<file path="config.mk">
export PLATFORM = sky130hd
export DESIGN_NAME = arm_mem_arbiter
export DESIGN_NICKNAME = d
export VERILOG_FILES = /design/src/rtl/arm_mem_arbiter.sv
export SDC_FILE = /design/constraint.sdc
export NUM_CORES = 1
export LEC_CHECK = 0
export CORE_MARGIN = 2
export CORE_UTILIZATION = 39
export DETAILED_ROUTE_END_ITERATION = 16
export PLACE_DENSITY = 0.9
export SLEW_MARGIN = 20
export SYNTH_ARGS = -nofsm -noshare
export SYNTH_HDL_FRONTEND = slang
export SYNTH_SLANG_ARGS = --single-unit
</file>
<file path="constraint.sdc">
create_clock -name clk -period 2.1 [get_ports clk]
set_clock_uncertainty 0.15 [all_clocks]
set_input_delay 0.525 -clock clk [delete_from_list [all_inputs] [get_ports clk]]
set_output_delay 0.525 -clock clk [all_outputs]
set_load 0.02 [all_outputs]
</file>
<file path="src/rtl/arm_mem_arbiter.sv">
// Two-requester arbiter (IF reads, MEM reads/writes) for a single-port, fixed-latency SRAM.
// Each access holds the SRAM for WAIT_CYCLES cycles, then pulses the winner's ready for one cycle.
module arm_mem_arbiter #(
  parameter int ADDR_W      = 32,
  parameter int DATA_W      = 32,
  parameter int WAIT_CYCLES = 4
) (
  input  logic              clk,
  input  logic              rst,
  input  logic              if_req,
  input  logic [ADDR_W-1:0] if_addr,
  output logic [DATA_W-1:0] if_rdata,
  output logic              if_ready,
  input  logic              mem_rd_en,
  input  logic              mem_wr_en,
  input  logic [ADDR_W-1:0] mem_addr,
  input  logic [DATA_W-1:0] mem_wdata,
  output logic [DATA_W-1:0] mem_rdata,
  output logic              mem_ready,
  output logic [ADDR_W-3:0] sram_addr,
  output logic [DATA_W-1:0] sram_wdata,
  input  logic [DATA_W-1:0] sram_rdata,
  output logic              sram_ce,
  output logic              sram_we,
  output logic              sram_oe
);

  localparam int              CNT_W    = (WAIT_CYCLES > 1) ? $clog2(WAIT_CYCLES) : 1;
  localparam logic [CNT_W-1:0] CNT_LAST = CNT_W'(WAIT_CYCLES - 1);

  typedef enum logic [1:0] {IDLE, ACCESS, DONE} state_t;
  typedef enum logic       {GRANT_IF, GRANT_MEM} grant_t;

  state_t           state;
  grant_t           grant;
  grant_t           last_grant;
  logic             op_write;
  logic [CNT_W-1:0] cnt;

  logic mem_pend;
  logic pick_mem;
  logic pick_write;

  // Word addressing drops the byte-offset bits of both requester addresses.
  logic unused_byte_bits;
  assign unused_byte_bits = ^{if_addr[1:0], mem_addr[1:0]};

  // MEM wins unless IF is also waiting and MEM had the previous grant.
  // A simultaneous MEM read+write is treated as a write.
  always_comb begin
    mem_pend   = mem_rd_en | mem_wr_en;
    pick_mem   = mem_pend && !(if_req && (last_grant == GRANT_MEM));
    pick_write = pick_mem && mem_wr_en;
  end

  // NOTE: all state and outputs live in one clocked block with non-blocking
  // assignments, so every output is a flop and nothing reads a half-updated value.
  always_ff @(posedge clk) begin
    if (rst) begin
      state      <= IDLE;
      grant      <= GRANT_IF;
      last_grant <= GRANT_IF;
      op_write   <= 1'b0;
      cnt        <= '0;
      if_rdata   <= '0;
      if_ready   <= 1'b0;
      mem_rdata  <= '0;
      mem_ready  <= 1'b0;
      sram_addr  <= '0;
      sram_wdata <= '0;
      sram_ce    <= 1'b0;
      sram_we    <= 1'b0;
      sram_oe    <= 1'b0;
    end else begin
      if_ready  <= 1'b0;
      mem_ready <= 1'b0;
      unique case (state)
        IDLE: begin
          if (if_req || mem_pend) begin
            state      <= ACCESS;
            cnt        <= '0;
            grant      <= pick_mem ? GRANT_MEM : GRANT_IF;
            last_grant <= pick_mem ? GRANT_MEM : GRANT_IF;
            op_write   <= pick_write;
            sram_ce    <= 1'b1;
            sram_we    <= pick_write;
            sram_oe    <= !pick_write;
            sram_addr  <= pick_mem ? mem_addr[ADDR_W-1:2] : if_addr[ADDR_W-1:2];
            sram_wdata <= pick_write ? mem_wdata : '0;
          end
        end
        ACCESS: begin
          if (cnt == CNT_LAST) begin
            state      <= DONE;
            sram_ce    <= 1'b0;
            sram_we    <= 1'b0;
            sram_oe    <= 1'b0;
            sram_addr  <= '0;
            sram_wdata <= '0;
            if (grant == GRANT_MEM) begin
              mem_ready <= 1'b1;
              if (!op_write) mem_rdata <= sram_rdata;
            end else begin
              if_ready <= 1'b1;
              if_rdata <= sram_rdata;
            end
          end else begin
            cnt <= cnt + 1'b1;
          end
        end
        DONE:    state <= IDLE;
        default: state <= IDLE;
      endcase
    end
  end

endmodule

</file>
* Yosys cells after proc, flatten, opt, wreduce, memory -nomap -nowiden
Cells that the tools add are included.
** Word-level totals
- Bits of input ports :: 133
- Output and inout port bits :: 131
- Logic and storage cells :: 63
- Flip-flop bits (word level) :: 137
** Cells by class
- Reductions and logical operators :: 15
- Bitwise operators :: 5
- $add $sub $neg :: 1
- Muxes and demuxes :: 24
- Equality and inequality tests :: 5
** Operators with widths (number)
- two-way mux 32 bit :: 3
- two-way mux 30 bit :: 3
- one-hot mux 32 bit (2 select lines) :: 1
- one-hot mux 30 bit (2 select lines) :: 1
- AND reduction 3 bit :: 3
- two-way mux 2 bit :: 4
- one-hot mux 2 bit (2 select lines) :: 2
- two-way mux 1 bit :: 7
- inequality test 2 bit, second input constant :: 3
- one-hot mux 1 bit (2 select lines) :: 3
- inverter 1 bit :: 4
- AND reduction 2 bit :: 2
- AND reduction 4 bit :: 1
- logical AND 1 bit :: 3
- OR reduction 3 bit :: 1
- adder 2 x 1 -> 2 bit, second input constant :: 1
- == test 2 x 1 -> 1 bit, second input constant :: 1
- == test 2 bit, second input constant :: 1
- logical NOT 1 bit :: 2
- logical NOT 2 bit :: 1
- nonzero test 2 bit :: 1
- logical OR 1 bit :: 1
- bitwise OR 1 bit :: 1

* Logic depth before layout (Yosys ltp)
Gate-level depths: netlist of the first run.
- Depth in word-level cells :: 7
- Depth in mapped cells :: 6
- Depth with buffers taken out :: 4

* Least setup slack after synthesis of the first run
OpenSTA, ideal clock, no wires.
- Kind :: input port to flip-flop
- From :: in if_req
- To :: reg sram_addr[10]
- Stages :: 5
- Arrival time :: 1.482 ns
- Setup slack :: 0.341 ns
- Library setup time :: 0.127 ns
- Path buffers :: 2
- Cells stage by stage :: buf_2 nor3_1 or3_1 clkbuf_1 o2bb2ai_1
** On the way
- Longest elaborated chain between the ends :: 6
- Elaborated cells between the ends (all ways) :: 9
** RTL lines
- start, declared :: line 10 : input logic if_req,
- logical AND 1 bit :: line 52 : pick_mem = mem_pend && !(if_req && (last_grant == GRANT_MEM));
- logical NOT 1 bit :: line 52
- logical AND 1 bit :: line 52
- two-way mux 30 bit :: line 88 : sram_addr <= pick_mem ? mem_addr[ADDR_W-1:2] : if_addr[ADDR_W-1:2];
- two-way mux 30 bit :: line 79 : if (if_req || mem_pend) begin
- one-hot mux 30 bit (2 select lines) :: line 77 : unique case (state)
- end signal, assigned :: line 88
- end, declared :: line 20 : output logic [ADDR_W-3:0] sram_addr,
Several ways; a longest one is shown, not always the timed one. The select of a mux whose other input is x is not followed.
A chain may end at the register's enable or synchronous reset.

* Worst setup path in the final report of the first run
- From :: reg mem_ready
- To :: out mem_ready
** RTL lines
- start, declared :: line 19 : output logic mem_ready,
- start signal, assigned :: line 68 : mem_ready <= 1'b0;
- start signal, assigned :: line 76 : mem_ready <= 1'b0;
- start signal, assigned :: line 101 : mem_ready <= 1'b1;
No word-level cell between the ends.

==> out/metrics.cfg, run 1 <==
[final_layout]
antenna_cells=0
multi_input_area_um2=2330
final_cells=1019
drive_above_1_share=0.0759
nets=964
regArea_um2=2740
syn_to_final_growth_pct=65.3
fillers=1054

[timing]
setup_viol=0
period_minus_slack_ps=2060
fin_crit_sh=0.983
rsz0062_at_grt=false
relSlewSlack=0.550
setup_ws_ps=35.1
hold_viol_final=0
tightest_slew_ps=675
hold_ws_ps=158
setup_tns_ps=0
fmax_mhz=484
slew_viol_final=0

[synth]
syn_area_um2=5310
syn_area_per_cell_um2=8.98
synth_cells=591
synth_warnings=0
synth_cell_types=33
ys_seq_area_frac=0.516
synth_fp_nets=725
ys_ff_latch=137

[global_route]
gr-usage-all-layers=0.238
grt_max_degree=64
grt_antenna_before_repair=0
grt_pass1_wl_um=27000
grt_pass1_vias=5234
gr-total-overflow=0

[drt]
wl_per_cell_um=17.3
ant_nets=0
first_iter_violations=436
wl_um=17600
avgViaCountPerCell=5.33
drt_first_pass_iters=5
drc=0
dr_total_vias=5429

[floorplanning]
die_h_um=121
io_pins=264
die_x_um=121
rows=42
start_util=0.399
die-area_um2=14600
core_um2=13300

[placed_design]
dp_hpwl_um=11700
post-place-cells=987
dp_slack_ps=-211
gp_congestion=0.805
io_buffers=259

[critical_path]
worst_setup_path_start_kind=flop
critical_path.endpoint_type=output pin
cp_slowest_cell=clkdlybuf4s50_1
critical_path_class=reg -> out
cpPeakStageDelay_ps=670
crit_chain=clkdlybuf4s50_1
cp_top_family=buffers and inverters
critPathMaxFanout=1
worst-path-buf-inv=1
crit_required_ps=1420
cp.arrival_ps=1390

[clock_network]
numClockSinks=137
cts_buffer_depth=2
tritoncts=built
htreeDepth=4
post_cts.repair.setup_buffers=0
path_clk_slew_ps=60
cts-root-buf=clkbuf_16
clkLatencyLatePin_ps=410
cts_buffers=17

[pwr]
power.density_nw_per_um2=773
p_leak_nw=3.45
irDropWorstVdd_v=0.000569

[run]
maxCapViolCount=0

[run_status]
status=complete, no violations

[hold_path]
min_path_type=in -> reg

path summary, 6_finish.rpt:
| path | startpoint | end | depth (start not counted) | slack, ps |
|---|---|---|---|---|
| setup / recovery | mem_ready | mem_ready | 1 | 40 |
| hold / removal | rst | state[1] | 2 | 160 |
| hold reg to reg | if_rdata[31] | if_rdata[31] | 2 | 300 |
| setup reg to reg | state[0] | sram_we | 4 | 340 |
final cells by class:
| type | instances | share of cell area |
|---|---|---|
| flip-flops and latches | 137 | 0.312 |
| well taps | 176 | 0.0251 |
| clock buffers | 26 | 0.0592 |
| repair buffers | 283 | 0.327 |
| clock inverters | 6 | 0.00969 |
| inverters | 2 | 0.000855 |
| multi-input cells | 389 | 0.265 |
power breakdown:
part	total (mW)	switching [mW]	internal (mW)
clock network	3.01	1.07	1.93
registers	2.77	0.0668	2.70
logic	1.01	0.494	0.516
total	6.79	1.63	5.15
what timing repair did:
item                                    4_1_cts  5_1_grt
hold buffers                                  0        0
gates cloned                                  0        0
endpoints found under the setup margin        3       18
endpoints found under the hold margin         0        0
gates resized for setup                       3       18
per-stage QoR:
step / area, µm² / power (mW) / utilization
floorplan: 5310 / 3.26 / -
global placement: 8130 / 3.82 / 0.612
detailed placement: 8130 / 3.83 / 0.612
CTS: 8730 / 6.83 / 0.657
global route: 8780 / 7.02 / 0.660
finish: 8780 / 6.79 / 0.660
state kept, by name, summed over array words and instances, names as in the netlist:
name        flops
state           2
sram_ce         1
mem_rdata      32
if_rdata       32
sram_we         1
cnt             2
if_ready        1
sram_wdata     32
mem_ready       1
sram_addr      30
last_grant      1
sram_oe         1
op_write        1
cell usage in the layout, fill, tap and decap left out, types with 2 or more instances in the layout:
cell,count
or2_2,3
nand2_1,66
dlygate4sd2_1,3
o31ai_1,34
nor2_1,2
dlymetal6s2s_1,18
clkbuf_8,6
clkinv_2,2
clkdlybuf4s50_1,237
o211ai_1,2
bufinv_16,2
or3_1,2
clkbuf_1,3
clkinvlp_4,2
inv_1,2
a21oi_1,104
buf_12,5
mux2i_1,30
nand3_1,64
clkbuf_16,17
o2bb2ai_1,30
o21ai_0,34
nor2b_2,2
buf_4,20
dfxtp_1,137
Yosys cell counts:
| library cell | n | area (µm²) |
|---|---|---|
| buf_1 | 3 | 11.3 |
| buf_6 | 1 | 11.3 |
| clkbuf_1 | 36 | 135 |
| or3b_1 | 1 | 8.76 |
| nor2_2 | 1 | 6.26 |
| a21oi_1 | 104 | 521 |
| nand2_1 | 66 | 248 |
| o211ai_1 | 2 | 15.0 |
| or2_2 | 3 | 18.8 |
| nand4bb_1 | 1 | 11.3 |
| nor2_1 | 2 | 7.51 |
| a311oi_1 | 1 | 8.76 |
| nor4bb_1 | 1 | 10.0 |
| o21ai_0 | 34 | 170 |
| o31ai_1 | 34 | 255 |
| nand2b_1 | 1 | 6.26 |
| and3_1 | 1 | 6.26 |
| or3_1 | 2 | 12.5 |
| buf_2 | 23 | 115 |
| nor3_1 | 1 | 5.00 |
| mux2i_1 | 30 | 300 |
| ha_1 | 1 | 12.5 |
| and3b_1 | 1 | 8.76 |
| o31a_1 | 1 | 8.76 |
| nor2b_1 | 2 | 12.5 |
| a21boi_1 | 1 | 7.51 |
| nand3_1 | 64 | 320 |
| or2_1 | 1 | 6.26 |
| nor4_4 | 1 | 21.3 |
| o2bb2ai_1 | 31 | 272 |
| dfxtp_1 | 137 | 2740 |
| nand3b_1 | 1 | 7.51 |
| inv_1 | 2 | 7.51 |
metal layers:
metal	global-route usage	vias up	wire, µm
met5	0	-	0
met2	0.391	237	8860
met1	0.284	2556	6880
met4	0.101	0	430
met3	0.0792	34	1430
li1	-	2602	-
cell families after synthesis:
| kind of cell | synth area share |
|---|---|
| fa+ha+maj | 0.00236 |
| mux | 0.0566 |
| compound gates | 0.237 |
| flops | 0.516 |
| buf+inv | 0.0528 |
| simple gates | 0.135 |
Note: power is estimated with default switching activity, not from simulation.
==> run 2, diff against run 1 <==
- clock period: 2.1 -> 2.5 ns (I/O delays scaled with it)
==> run 2 against run 1 <==
Compared with the run above:
- wire length shrank 2.6%
- non-clock buffer count is 1 lower
- total power decreased by 18%
- clock-buffer cell count down 7
- core utilization shrank 0.53 points
- first-iteration DRC count down 15%
- design area down 0.80%
- critical endpoint is now sram_addr[12]
- global-route usage down 0.62 points
- combinational power down 15%
==> out/metrics.cfg, run 2 (synthesized netlist as in run 1, its figures left out) <==
[critical_path]
r2r-start=state[0]
worst-path-buf-inv=1  ; unchanged
cpPeakStageDelay_ps=640  ; -30 ps
critical_path.endpoint_type=output pin
rr_endpoint=if_rdata[11]
crit_required_ps=1730  ; +310 ps
worst_setup_path_start_kind=flop
cp_slowest_cell=clkdlybuf4s50_1
path_depth=1  ; unchanged
crit_chain=clkdlybuf4s50_1
cp.arrival_ps=1430  ; +40 ps
reg2reg_slack_ps=750  ; +410 ps
cp_top_family=buffers and inverters
critPathMaxFanout=2  ; +1
r2r_cells=4  ; unchanged
critical_path_class=reg -> out

[placed_design]
post-place-cells=986  ; -0.10%
gp_congestion=0.793  ; -1.4%
io_buffers=259  ; unchanged
dp_hpwl_um=11900  ; +1.1%

[clock_network]
path_clk_slew_ps=60  ; about the same
cts_buffers=17  ; unchanged
cts_hold_buf=0  ; unchanged
tritoncts=built
cts_buffer_depth=2  ; unchanged
cts_resized=0  ; -3
cts-root-buf=clkbuf_16
post_cts.repair.setup_buffers=0  ; unchanged
htreeDepth=4  ; unchanged
numClockSinks=137  ; unchanged
clkLatencyLatePin_ps=400  ; about the same

[drt]
dr_wl_met2_um=8550  ; -3.5%
drt_first_pass_iters=4  ; -1
highest_layer=met4
wl_um=17200  ; -2.6%
drc=0  ; unchanged
wl_met3_um=1240  ; -14%
first_iter_violations=371  ; -15%
ant_nets=0  ; unchanged
met1_length_um=7050  ; +2.5%
avgViaCountPerCell=5.25  ; -1.4%
wl_per_cell_um=16.9  ; -2.4%
dr_total_vias=5342  ; -1.6%

[hold_path]
min_path_type=reg -> reg
min_to=if_rdata[31]
min_path_cells=2  ; unchanged
hold_path.startpoint=if_rdata[31]

[global_route]
gr-total-overflow=0  ; unchanged
grt_antenna_before_repair=0  ; unchanged
grt_pass1_wl_um=26700  ; -1.3%
grt_max_degree=43  ; -33%
grt_pass1_vias=5212  ; -0.42%
gr-usage-all-layers=0.232  ; -0.00616

[timing]
hold_viol_final=0  ; unchanged
setup_viol=0  ; unchanged
rsz0062_at_grt=false
tightest_slew_ps=572  ; -103 ps
fmax_mhz=453
hold_ws_ps=302  ; +145 ps
period_minus_slack_ps=2210
relSlewSlack=0.618  ; +0.0684
setup_tns_ps=0  ; unchanged
slew_viol_final=0  ; unchanged
fin_crit_sh=0.883

[final_layout]
nets=963  ; -0.10%
mostFrequentLayoutCells=258 x clkdlybuf4s50_1, 137 x dfxtp_1, 104 x a21oi_1, 66 x nand2_1, 64 x nand3_1
final_cells=1017  ; -0.20%
drive_above_1_share=0.0761  ; +0.000181
largest_registers=if_rdata: 32 flops, mem_rdata: 32 flops, sram_wdata: 32 flops
layout_commonest_cell=clkdlybuf4s50_1
syn_to_final_growth_pct=64.0
antenna_cells=0  ; unchanged

[floorplanning]
core_um2=13300  ; unchanged
die-area_um2=14600  ; unchanged
io_pins=264  ; unchanged
die_h_um=121  ; unchanged
die_x_um=121  ; unchanged
rows=42  ; unchanged
start_util=0.399  ; unchanged

[run_status]
status=complete, no violations

[pwr]
p_leak_nw=3.12  ; -9.4%
power.density_nw_per_um2=641  ; -17%
irDropWorstVdd_v=0.000629  ; +10%
total_power_mw=5.58  ; -18%

[run]
maxCapViolCount=0  ; unchanged

-- run 2: cell count changes in the layout (fill, tap and decap cells not counted), sizes merged --
cell,previous run,this run
clkbuf,26,19
dlygate4sd2,3,0
dlymetal6s2s,18,0
clkinv,2,9
clkinvlp,2,1
clkdlybuf4s50,237,258
buf,25,24
-- run 2: worst max path at each step --
stage                  startpoint            end  slack [ps]
floorplan                  if_req  sram_addr[10]         640
global placement        mem_rd_en  sram_addr[20]         100
detailed placement      mem_rd_en   sram_addr[1]          40
CTS                 sram_addr[12]  sram_addr[12]         280
global route        sram_addr[12]  sram_addr[12]         250
finish              sram_addr[12]  sram_addr[12]         290
-- run 2: final cells by class --
type / count / area (µm²)
fillers: 1053 / 4590
repair buffers: 282 / 2840
flip-flops and latches: 137 / 2740
multi-input cells: 389 / 2330
clock buffers: 19 / 443
well taps: 176 / 220
clock inverters: 12 / 128
inverters: 2 / 7.51
-- run 2: where the power goes --
part	internal, mW	total, mW	switching (mW)
Sequential	2.27	2.33	0.0566
Clock	1.48	2.40	0.917
Combinational	0.444	0.856	0.413
Total	4.20	5.58	1.39
-- run 2: per-stage QoR --
step | util | cell area, µm² | setup WS (ps)
3_3_place_gp | 0.612 | 8140 | 99.0
4_1_cts | 0.655 | 8710 | 282
5_1_grt | 0.655 | 8710 | 252
2_1_floorplan | - | 5310 | 641
6_report | 0.655 | 8710 | 292
3_5_place_dp | 0.612 | 8140 | 43.6
-- run 2: metal layers --
layer,global-route usage,up-vias
li1,-,2595
met1,0.286,2494
met2,0.382,225
met3,0.0755,28
met4,0.0741,0
met5,0,-
-- run 2: worst min-delay path: cells and delay by family, from the launching register on --
kind               cells  cell delay [ps]
AOI/OAI and AO/OA      1               50
and+or+nand+nor        1               50
DFF                    1              300
